`config.mk`:
```
export PLATFORM = sky130hd
export DESIGN_NAME = otter_mem_arbiter_flat
export DESIGN_NICKNAME = d
export VERILOG_FILES = /design/src/rtl/otter_arb_pkg.sv /design/src/rtl/otter_mem_arbiter_if.sv /design/src/rtl/otter_arb_starve_ctr.sv /design/src/rtl/otter_mem_arbiter.sv /design/src/flat_wrapper.sv
export SDC_FILE = /design/constraint.sdc
export NUM_CORES = 1
export LEC_CHECK = 0
export ABC_AREA = 1
export BUFFER_PORTS_ARGS = -buffer_cell sky130_fd_sc_hd__buf_2
export CAP_MARGIN = 0
export CORE_AREA = 5 5 103 105
export CTS_CLUSTER_SIZE = 12
export DETAILED_ROUTE_END_ITERATION = 16
export DIE_AREA = 0 0 108 110
export PLACE_DENSITY = 0.75
export SLEW_MARGIN = 20
export SYNTH_ARGS = -nofsm -noshare
export SYNTH_HDL_FRONTEND = slang
export SYNTH_SLANG_ARGS = --single-unit
```
`constraint.sdc`:
```
create_clock -name i_clk -period 1.77 [get_ports i_clk]
set_input_delay 0.0885 -clock i_clk [delete_from_list [all_inputs] [get_ports i_clk]]
set_output_delay 0.0885 -clock i_clk [all_outputs]
set_load 0.01 [all_outputs]
```
`src/rtl/otter_arb_pkg.sv`:
```
// Shared types for the otter unified-memory arbiter.
// No logic; no latency; no backpressure.
package otter_arb_pkg;

    typedef enum logic [1:0] {
        OWN_NONE = 2'd0,
        OWN_IF   = 2'd1,
        OWN_D    = 2'd2
    } owner_e;

    localparam int STARVE_LIMIT_DEF = 4;

endpackage

```
`src/rtl/otter_mem_arbiter_if.sv`:
```
// Fetch, data and memory channels of the otter memory arbiter.
// No logic; latency and backpressure are defined by the arbiter (req/gnt).
interface otter_mem_arbiter_if #(
    parameter int ADDR_W = 32
);
    logic              i_if_req;
    logic [ADDR_W-1:0] i_if_addr;
    logic              o_if_gnt;
    logic              o_if_rvalid;
    logic [31:0]       o_if_rdata;

    logic              i_d_req;
    logic              i_d_we;
    logic [3:0]        i_d_sel;
    logic [ADDR_W-1:0] i_d_addr;
    logic [31:0]       i_d_wdata;
    logic              o_d_gnt;
    logic              o_d_rvalid;
    logic [31:0]       o_d_rdata;

    logic              o_mem_en;
    logic [3:0]        o_mem_we;
    logic [ADDR_W-3:0] o_mem_addr;
    logic [31:0]       o_mem_wdata;
    logic [31:0]       i_mem_rdata;

    // Arbiter side.
    modport slave (
        input  i_if_req, i_if_addr, i_d_req, i_d_we, i_d_sel, i_d_addr, i_d_wdata, i_mem_rdata,
        output o_if_gnt, o_if_rvalid, o_if_rdata, o_d_gnt, o_d_rvalid, o_d_rdata,
               o_mem_en, o_mem_we, o_mem_addr, o_mem_wdata
    );

    // Requester / memory side.
    modport master (
        output i_if_req, i_if_addr, i_d_req, i_d_we, i_d_sel, i_d_addr, i_d_wdata, i_mem_rdata,
        input  o_if_gnt, o_if_rvalid, o_if_rdata, o_d_gnt, o_d_rvalid, o_d_rdata,
               o_mem_en, o_mem_we, o_mem_addr, o_mem_wdata
    );

endinterface

```
`src/rtl/otter_arb_starve_ctr.sv`:
```
// Saturating 4-bit count of denied fetch cycles; only exists with OTTER_ARB_FAIRNESS_EN.
// at_limit is a decode of the registered count; clr wins over inc; no backpressure.
`ifdef OTTER_ARB_FAIRNESS_EN
module otter_arb_starve_ctr #(
    parameter int LIMIT = 4
) (
    input  logic i_clk,
    input  logic i_rst_n,
    input  logic inc,
    input  logic clr,
    output logic at_limit
);

    logic [3:0] cnt_q;

    always_ff @(posedge i_clk or negedge i_rst_n) begin
        if (!i_rst_n) begin
            cnt_q <= 4'd0;
        end else if (clr) begin
            cnt_q <= 4'd0;
        end else if (inc && (cnt_q != 4'hF)) begin
            cnt_q <= cnt_q + 4'd1;
        end
    end

    assign at_limit = (cnt_q == 4'(LIMIT));

endmodule
`endif

```
`src/rtl/otter_mem_arbiter.sv`:
```
// Shares one sync-read RAM between fetch and data ports; OTTER_ARB_FAIRNESS_EN adds fetch anti-starvation.
// Grant is combinational (0 cycles); read data returns 1 cycle after grant.
// Backpressure: the losing requester sees gnt low and holds req until granted.
module otter_mem_arbiter
    import otter_arb_pkg::*;
#(
    parameter int ADDR_W       = 32,
    parameter int STARVE_LIMIT = STARVE_LIMIT_DEF
) (
    input  logic             i_clk,
    input  logic             i_rst_n,
    otter_mem_arbiter_if.slave bus
);

    logic              run_q;
    owner_e            owner_q;
    logic [31:0]       if_rdata_q;
    logic [31:0]       d_rdata_q;
    logic              if_gnt;
    logic              d_gnt;
    logic              fetch_boost;
    logic [3:0]        mem_we;
    logic [ADDR_W-3:0] mem_addr;
    logic [31:0]       mem_wdata;

    // Data normally wins; a pending fairness boost hands a contested cycle to fetch.
    always_comb begin
        if_gnt = 1'b0;
        d_gnt  = 1'b0;
        if (run_q) begin
            if (bus.i_d_req && !(fetch_boost && bus.i_if_req)) begin
                d_gnt = 1'b1;
            end else if (bus.i_if_req) begin
                if_gnt = 1'b1;
            end
        end
    end

`ifdef OTTER_ARB_FAIRNESS_EN
    logic starve_at_limit;
    logic boost_q;

    otter_arb_starve_ctr #(
        .LIMIT (STARVE_LIMIT)
    ) u_starve_ctr (
        .i_clk    (i_clk),
        .i_rst_n  (i_rst_n),
        .inc      (run_q && bus.i_if_req && !if_gnt),
        .clr      (if_gnt || starve_at_limit),
        .at_limit (starve_at_limit)
    );

    // Reaching the limit arms the boost for the following cycle; any fetch grant disarms it.
    always_ff @(posedge i_clk or negedge i_rst_n) begin
        if (!i_rst_n) begin
            boost_q <= 1'b0;
        end else if (if_gnt) begin
            boost_q <= 1'b0;
        end else if (starve_at_limit) begin
            boost_q <= 1'b1;
        end
    end

    assign fetch_boost = boost_q;
`else
    localparam int starve_limit_unused = STARVE_LIMIT;
    assign fetch_boost = 1'b0;
`endif

    always_comb begin
        mem_we    = 4'b0000;
        mem_addr  = '0;
        mem_wdata = 32'h0;
        if (d_gnt) begin
            mem_addr  = bus.i_d_addr[ADDR_W-1:2];
            mem_wdata = bus.i_d_wdata;
            if (bus.i_d_we) begin
                mem_we = bus.i_d_sel;
            end
        end else if (if_gnt) begin
            mem_addr = bus.i_if_addr[ADDR_W-1:2];
        end
    end

    always_ff @(posedge i_clk or negedge i_rst_n) begin
        if (!i_rst_n) begin
            run_q      <= 1'b0;
            owner_q    <= OWN_NONE;
            if_rdata_q <= 32'h0;
            d_rdata_q  <= 32'h0;
        end else begin
            run_q <= 1'b1;
            if (if_gnt) begin
                owner_q <= OWN_IF;
            end else if (d_gnt && !bus.i_d_we) begin
                owner_q <= OWN_D;
            end else begin
                owner_q <= OWN_NONE;
            end
            if (owner_q == OWN_IF) begin
                if_rdata_q <= bus.i_mem_rdata;
            end
            if (owner_q == OWN_D) begin
                d_rdata_q <= bus.i_mem_rdata;
            end
        end
    end

    // RAM output is only valid in the response cycle, so it is passed through then and held after.
    assign bus.o_if_rvalid = (owner_q == OWN_IF);
    assign bus.o_d_rvalid  = (owner_q == OWN_D);
    assign bus.o_if_rdata  = (owner_q == OWN_IF) ? bus.i_mem_rdata : if_rdata_q;
    assign bus.o_d_rdata   = (owner_q == OWN_D)  ? bus.i_mem_rdata : d_rdata_q;

    assign bus.o_if_gnt    = if_gnt;
    assign bus.o_d_gnt     = d_gnt;
    assign bus.o_mem_en    = if_gnt | d_gnt;
    assign bus.o_mem_we    = mem_we;
    assign bus.o_mem_addr  = mem_addr;
    assign bus.o_mem_wdata = mem_wdata;

    logic unused_addr_lsbs;
    assign unused_addr_lsbs = ^{bus.i_if_addr[1:0], bus.i_d_addr[1:0]};

endmodule

```
`src/flat_wrapper.sv`:
```
// flat-port wrapper written by rule: the top's interface ports become plain ports
module otter_mem_arbiter_flat import otter_arb_pkg::*;
#(
    parameter int ADDR_W       = 32,
    parameter int STARVE_LIMIT = STARVE_LIMIT_DEF
)
  (i_clk, i_rst_n, bus_i_if_req, bus_i_if_addr, bus_i_d_req, bus_i_d_we, bus_i_d_sel, bus_i_d_addr, bus_i_d_wdata, bus_i_mem_rdata, bus_o_if_gnt, bus_o_if_rvalid, bus_o_if_rdata, bus_o_d_gnt, bus_o_d_rvalid, bus_o_d_rdata, bus_o_mem_en, bus_o_mem_we, bus_o_mem_addr, bus_o_mem_wdata);
  otter_mem_arbiter_if #(.ADDR_W(ADDR_W)) bus_i ();
  input  logic i_clk;
  input  logic i_rst_n;
  input wire logic [$bits(bus_i.i_if_req)-1:0] bus_i_if_req;
  input wire logic [$bits(bus_i.i_if_addr)-1:0] bus_i_if_addr;
  input wire logic [$bits(bus_i.i_d_req)-1:0] bus_i_d_req;
  input wire logic [$bits(bus_i.i_d_we)-1:0] bus_i_d_we;
  input wire logic [$bits(bus_i.i_d_sel)-1:0] bus_i_d_sel;
  input wire logic [$bits(bus_i.i_d_addr)-1:0] bus_i_d_addr;
  input wire logic [$bits(bus_i.i_d_wdata)-1:0] bus_i_d_wdata;
  input wire logic [$bits(bus_i.i_mem_rdata)-1:0] bus_i_mem_rdata;
  output wire logic [$bits(bus_i.o_if_gnt)-1:0] bus_o_if_gnt;
  output wire logic [$bits(bus_i.o_if_rvalid)-1:0] bus_o_if_rvalid;
  output wire logic [$bits(bus_i.o_if_rdata)-1:0] bus_o_if_rdata;
  output wire logic [$bits(bus_i.o_d_gnt)-1:0] bus_o_d_gnt;
  output wire logic [$bits(bus_i.o_d_rvalid)-1:0] bus_o_d_rvalid;
  output wire logic [$bits(bus_i.o_d_rdata)-1:0] bus_o_d_rdata;
  output wire logic [$bits(bus_i.o_mem_en)-1:0] bus_o_mem_en;
  output wire logic [$bits(bus_i.o_mem_we)-1:0] bus_o_mem_we;
  output wire logic [$bits(bus_i.o_mem_addr)-1:0] bus_o_mem_addr;
  output wire logic [$bits(bus_i.o_mem_wdata)-1:0] bus_o_mem_wdata;
  assign bus_i.i_if_req = bus_i_if_req;
  assign bus_i.i_if_addr = bus_i_if_addr;
  assign bus_i.i_d_req = bus_i_d_req;
  assign bus_i.i_d_we = bus_i_d_we;
  assign bus_i.i_d_sel = bus_i_d_sel;
  assign bus_i.i_d_addr = bus_i_d_addr;
  assign bus_i.i_d_wdata = bus_i_d_wdata;
  assign bus_i.i_mem_rdata = bus_i_mem_rdata;
  assign bus_o_if_gnt = bus_i.o_if_gnt;
  assign bus_o_if_rvalid = bus_i.o_if_rvalid;
  assign bus_o_if_rdata = bus_i.o_if_rdata;
  assign bus_o_d_gnt = bus_i.o_d_gnt;
  assign bus_o_d_rvalid = bus_i.o_d_rvalid;
  assign bus_o_d_rdata = bus_i.o_d_rdata;
  assign bus_o_mem_en = bus_i.o_mem_en;
  assign bus_o_mem_we = bus_i.o_mem_we;
  assign bus_o_mem_addr = bus_i.o_mem_addr;
  assign bus_o_mem_wdata = bus_i.o_mem_wdata;
  otter_mem_arbiter #(.ADDR_W(ADDR_W), .STARVE_LIMIT(STARVE_LIMIT)) u_core (.i_clk(i_clk), .i_rst_n(i_rst_n), .bus(bus_i));
endmodule
```
-- Word-level counts from Yosys, hierarchy flattened
Index checks and enable logic that the tools add are counted.
- flip-flop bits (word level): 67
- output and inout port bits: 135
- equality and inequality tests: 2
- multiplexer cells: 14
- bitwise operators: 1
- reduce and logical (&&, ||, !) cells: 2
- operators with widths (kind ; number):
    32-bit two-way mux ; 3
    30-bit two-way mux ; 2
    4-bit two-way mux ; 2
    1-bit two-way mux ; 5
    2-bit two-way mux ; 2
    2-bit by 1-bit == test with 1-bit output (second input constant) ; 1
    2-bit == test (second input constant) ; 1
    1-bit logical AND ; 1
    1-bit zero test ; 1
    1-bit OR ; 1

-- Depth between registers and ports, before layout
- depth in word-level cells: 5
- depth in mapped cells: 5

-- Worst setup path before layout
OpenSTA, ideal clock, no wires.
- kind: reg-to-reg
- from: register u_core.owner_q[0]
- to: register u_core.d_rdata_q[10]
- library setup time: 145 ps
- arrival time: 936 ps
- required time: 1625 ps
- slack: 689 ps
- stages on the path, launching flop included: 6
- buffers on the path: 1
- clock period less this slack: 1081 ps
- cells stage by stage: dfrtp_1 inv_1 nand2_1 buf_4 nand2_1 nand2_1
- cells in the longest elaborated chain, start to end: 2
- RTL lines (what ; RTL line ; RTL):
    start: declaration ; otter_mem_arbiter.sv:16 ; owner_e owner_q;
    start signal: assignment ; otter_mem_arbiter.sv:88 ; owner_q <= OWN_NONE;
    start signal: assignment ; otter_mem_arbiter.sv:94 ; owner_q <= OWN_IF;
    start signal: assignment ; otter_mem_arbiter.sv:96 ; owner_q <= OWN_D;
    2-bit == test ; n/a ;
    32-bit two-way mux ; n/a ;
    net bus_o_d_rdata[10] ; flat_wrapper.sv:24 ; output wire logic [$bits(bus_i.o_d_rdata)-1:0] bus_o_d_rdata;
    end signal: assignment ; otter_mem_arbiter.sv:104 ; d_rdata_q <= bus.i_mem_rdata;
    end: declaration ; otter_mem_arbiter.sv:18 ; logic [31:0] d_rdata_q;
The timed path passes the listed nets, and every way through them passes these cells.

-- Worst setup path in the final report
- from: register u_core.owner_q[1]
- to: output port bus_o_if_rdata[6]
- cells in the longest elaborated chain, start to end: 2
- RTL lines (what ; RTL line ; RTL):
    2-bit by 1-bit == test with 1-bit output ; otter_mem_arbiter.sv:112 ; assign bus.o_if_rdata = (owner_q == OWN_IF) ? bus.i_mem_rdata : if_rdata_q;
    32-bit two-way mux ; otter_mem_arbiter.sv:112 ;
    end: declaration ; flat_wrapper.sv:21 ; output wire logic [$bits(bus_i.o_if_rdata)-1:0] bus_o_if_rdata;
Every way passes these cells.

==> implementation parameters <==
Parameter                              Value

Floorplan
  Area inside the core boundary ... 0.00955 mm²
  Starting density of the core ... 0.346
  Width of the die ... between 100 and 150 µm
  Number of placed I/O pins ... around 270
  Placement Rows ... 36
  Die outline area ... around 0.012 mm²
  Die extent in y ... ~110 µm

Critical path
  Max Fanout on Critical Path ... 19
  Cell with the largest stage delay on the worst path ... sky130_fd_sc_hd__dfrtp_1
  Slowest Stage Delay on Critical Path ... ~0.40 ns
  Critical path type ... flip-flop to output port
  CP Launch Type ... flip-flop
  Arr. time, crit path ... about 1.5 ns
  Capture instance of the worst register-to-register path ... u_core.if_rdata_q[6]
  Buffers plus inverters on the worst setup path ... 3
  Cells traversed along the worst timing path ... inv_1 > nand2_1 > buf_6 > nand2_1 > nand2_1 > buf_2
  CP top delay family ... buffers and inverters
  Endpoint kind of the worst setup timing path ... output port
  Logic depth of the worst register-to-register path ... 5
  Critical Path RT ... around 1.7 ns
  CP dominant cell by count ... sky130_fd_sc_hd__nand2_1
  Crit Reg-Reg Startpoint ... u_core.owner_q[1]
  Flop2flop setup slack ... around 0.60 ns

Logic synthesis
  Average cell area after synthesis ... just over 7 µm²
  Post-Syn Nets ... 600
  Synthesized cell area ... 0.00330 mm²
  Number of storage elements in the synthesis netlist ... 67
  Fraction of the yosys area taken by sequential cells ... 0.508
  Number of different library cells in the post-synthesis netlist ... 11
  Synthesized instance count ... 463
  Yosys warning count ... 0

Clocking
  CTS HTree Levels ... 3
  Clock sink count ... 67
  Insertion delay to the later sink of the worst-skew pair ... around 0.33 ns
  Setup bufs post-CTS ... 0
  CTS buffer count ... 9
  CTS tree ... built
  Buffer cell driving the clock tree root ... sky130_fd_sc_hd__clkbuf_8
  Buffers from clock root to sink, at most ... 2
  Clock Pin Slew Worst Setup and Hold Paths ... roughly 0.060 ns

Global route
  Most Crowded Layer GR ... met2
  Global Route met2 Usage ... 0.360
  Vias in the first global route ... roughly 3700
  Number of antenna violations at the first check in global routing ... 0
  Global-route wire length before repair ... between 15000 and 20000 µm
  Maximum number of pins on one net before global-route repair ... 68
  Grt met1 use ... 0.244
  Congestion Overflow GR ... 0
  GR Util met3 ... 0.0635
  Total routing usage reported by global routing ... 0.207

Worst hold path
  Hold path startpoint ... bus_i_mem_rdata[0]
  Path type of the worst min-delay path ... input pin to flip-flop
  Hold Path Stages ... 3
  Hold path endpoint ... u_core.d_rdata_q[0]

Power
  Pint ... between 3000 and 4000 µW
  Net Switching ... 1400 µW
  Switching part of the total power ... 0.308
  Flop pwr share ... 0.411
  Clk network pwr share ... 0.292
  Leakage ... 0.00337 µW
  Power per standard cell area ... about 860 mW/mm²
  Fraction of power consumed by combinational cells ... 0.296
  Worst IR drop on VDD ... between 0.0004 and 0.0005 V

Run
  Number of maximum-capacitance violations ... 0

Detailed routing
  Routed wire per std cell ... 13.9 µm
  Average via count per standard cell ... 4.28
  Pre-antenna DRT Iters ... 5
  Total number of vias ... 3839
  DRT iter0 DRCs ... between 200 and 250
  Remaining number of nets flagged by the antenna check after routing ... 0
  DRC Markers ... 0
  Routed wire length ... between 10000 and 15000 µm

Final layout
  Leading cell types in the layout, fill and taps excluded ... sky130_fd_sc_hd__buf_2, sky130_fd_sc_hd__nand2_1, sky130_fd_sc_hd__dfrtp_1
  Footprint of the multi-input gates ... approximately 0.0013 mm²
  Cell area after layout ... about 0.0053 mm²
  Commonest non-fill, non-tap cell in the layout ... sky130_fd_sc_hd__buf_2
  Storage element area ... 0.00168 mm²
  Share of cells above drive strength 1 ... 0.389
  Number of nets at the end of the flow ... 896
  Number of fill cells in the layout ... roughly 900
  Relative area change from synthesis to final layout ... 60.9%

Placed design
  Routability-driven placement congestion ratio ... 0.948
  Number of input and output port buffers inserted ... roughly 270
  Post-detailed-placement half-perimeter wirelength ... around 9500 µm
  Cell area after placement ... between 0.004 and 0.005 mm²

Timing
  Headroom to the max-slew limit ... 0.643
  Min cycle time layout ... 1.62 ns
  Final setup violating endpoints ... 0
  Hold Worst Slack ... roughly 0.016 ns
  Number of failing hold endpoints at the final stage ... 0
  FMAX ... just over 0.6 GHz
  Actual transition at the worst max-transition pin ... ~0.54 ns
  Slew Viols, Final ... 0
  Final worst-path cycle share ... 0.913
  TNS Setup ... 0 ns
  Clock Skews ... between 0.01 and 0.015 ns
  Setup repair after global routing missed its margin ... false

Run status
  Outcome ... complete, no violations
==> registers in the layout, summed over array words and instances, names as in the netlist <==
register / flops
u_core.owner_q: 2
u_core.run_q: 1
u_core.if_rdata_q: 32
u_core.d_rdata_q: 32
==> cells in the mapped netlist <==
library cell / instances / area share
sky130_fd_sc_hd__nand2_1: 261 / 0.30
sky130_fd_sc_hd__clkbuf_1: 7 / 0.0080
sky130_fd_sc_hd__inv_2: 1 / 0.0011
sky130_fd_sc_hd__nand4_1: 30 / 0.057
sky130_fd_sc_hd__dfrtp_1: 67 / 0.51
sky130_fd_sc_hd__inv_1: 35 / 0.040
sky130_fd_sc_hd__nor2_1: 38 / 0.043
sky130_fd_sc_hd__conb_1: 1 / 0.0011
sky130_fd_sc_hd__nor2_4: 2 / 0.0068
sky130_fd_sc_hd__buf_4: 8 / 0.018
sky130_fd_sc_hd__buf_2: 13 / 0.020
==> logic make-up (layout without fill, tap and decap cells) <==
family                 count (synthesis)  after routing  synth area share
DFF                                   67             67             0.508
buffers and inverters                 64            365            0.0868
and+or+nand+nor                      331            331             0.404
other                                  1              2           0.00114
==> layout make-up <==
cell class / count / share of cell area
flip-flops and latches: 67 / 0.316
well taps: 133 / 0.0313
diodes: 1 / 0.000471
repair buffers: 313 / 0.336
inverters: 36 / 0.0254
multi-input cells: 332 / 0.252
clock inverters: 5 / 0.0146
clock buffers: 11 / 0.0247
==> metrics by stage <==
step	utilization	setup WS [ns]	total power, µW	cells
2_1_floorplan	-	0.689	2520	463
3_3_place_gp	0.499	0.444	3170	848
3_5_place_dp	0.499	0.425	3200	848
4_1_cts	0.554	0.0618	4600	896
5_1_grt	0.556	0.0208	4850	897
6_report	0.556	0.154	4560	898
==> layer usage <==
metal / vias up / part of all wire
met5: - / 0
li1: 1993 / -
met3: 14 / 0.093
met4: 0 / 0.018
met1: 1671 / 0.39
met2: 161 / 0.50
==> power by group through the flow <==
stage	clock network (µW)	logic, µW	registers [µW]
2_1_floorplan	0	638	1890
3_3_place_gp	0	1280	1890
3_5_place_dp	0	1290	1900
4_1_cts	1380	1350	1870
5_1_grt	1450	1500	1900
6_report	1330	1350	1880
==> timing repair <==
| action | CTS | global route |
|---|---|---|
| endpoints found under the hold margin | 117 | 1 |
| hold buffers | 32 | 1 |
| resized for setup | 0 | 2 |
| endpoints found under the setup margin | 0 | 13 |
==> worst register-to-register path, delay by kind of cell (launching register included) <==
kind	cells	cell delay, ns
and+or+nand+nor	3	0.30
buffers and inverters	2	0.33
DFF	1	0.41
==> worst max-delay path by stage <==
stage	slack [ns]	depth (start not counted)	start	to
finish	0.15	6	u_core.owner_q[1]	bus_o_if_rdata[6]
global route	0.02	6	u_core.owner_q[1]	bus_o_if_rdata[2]
detailed placement	0.42	6	u_core.owner_q[1]	bus_o_if_rdata[6]
CTS	0.06	6	u_core.owner_q[1]	bus_o_if_rdata[6]
global placement	0.44	6	u_core.owner_q[1]	bus_o_if_rdata[6]
floorplan	0.69	5	u_core.owner_q[0]	u_core.d_rdata_q[10]
Power figures use the tool's default switching activity.
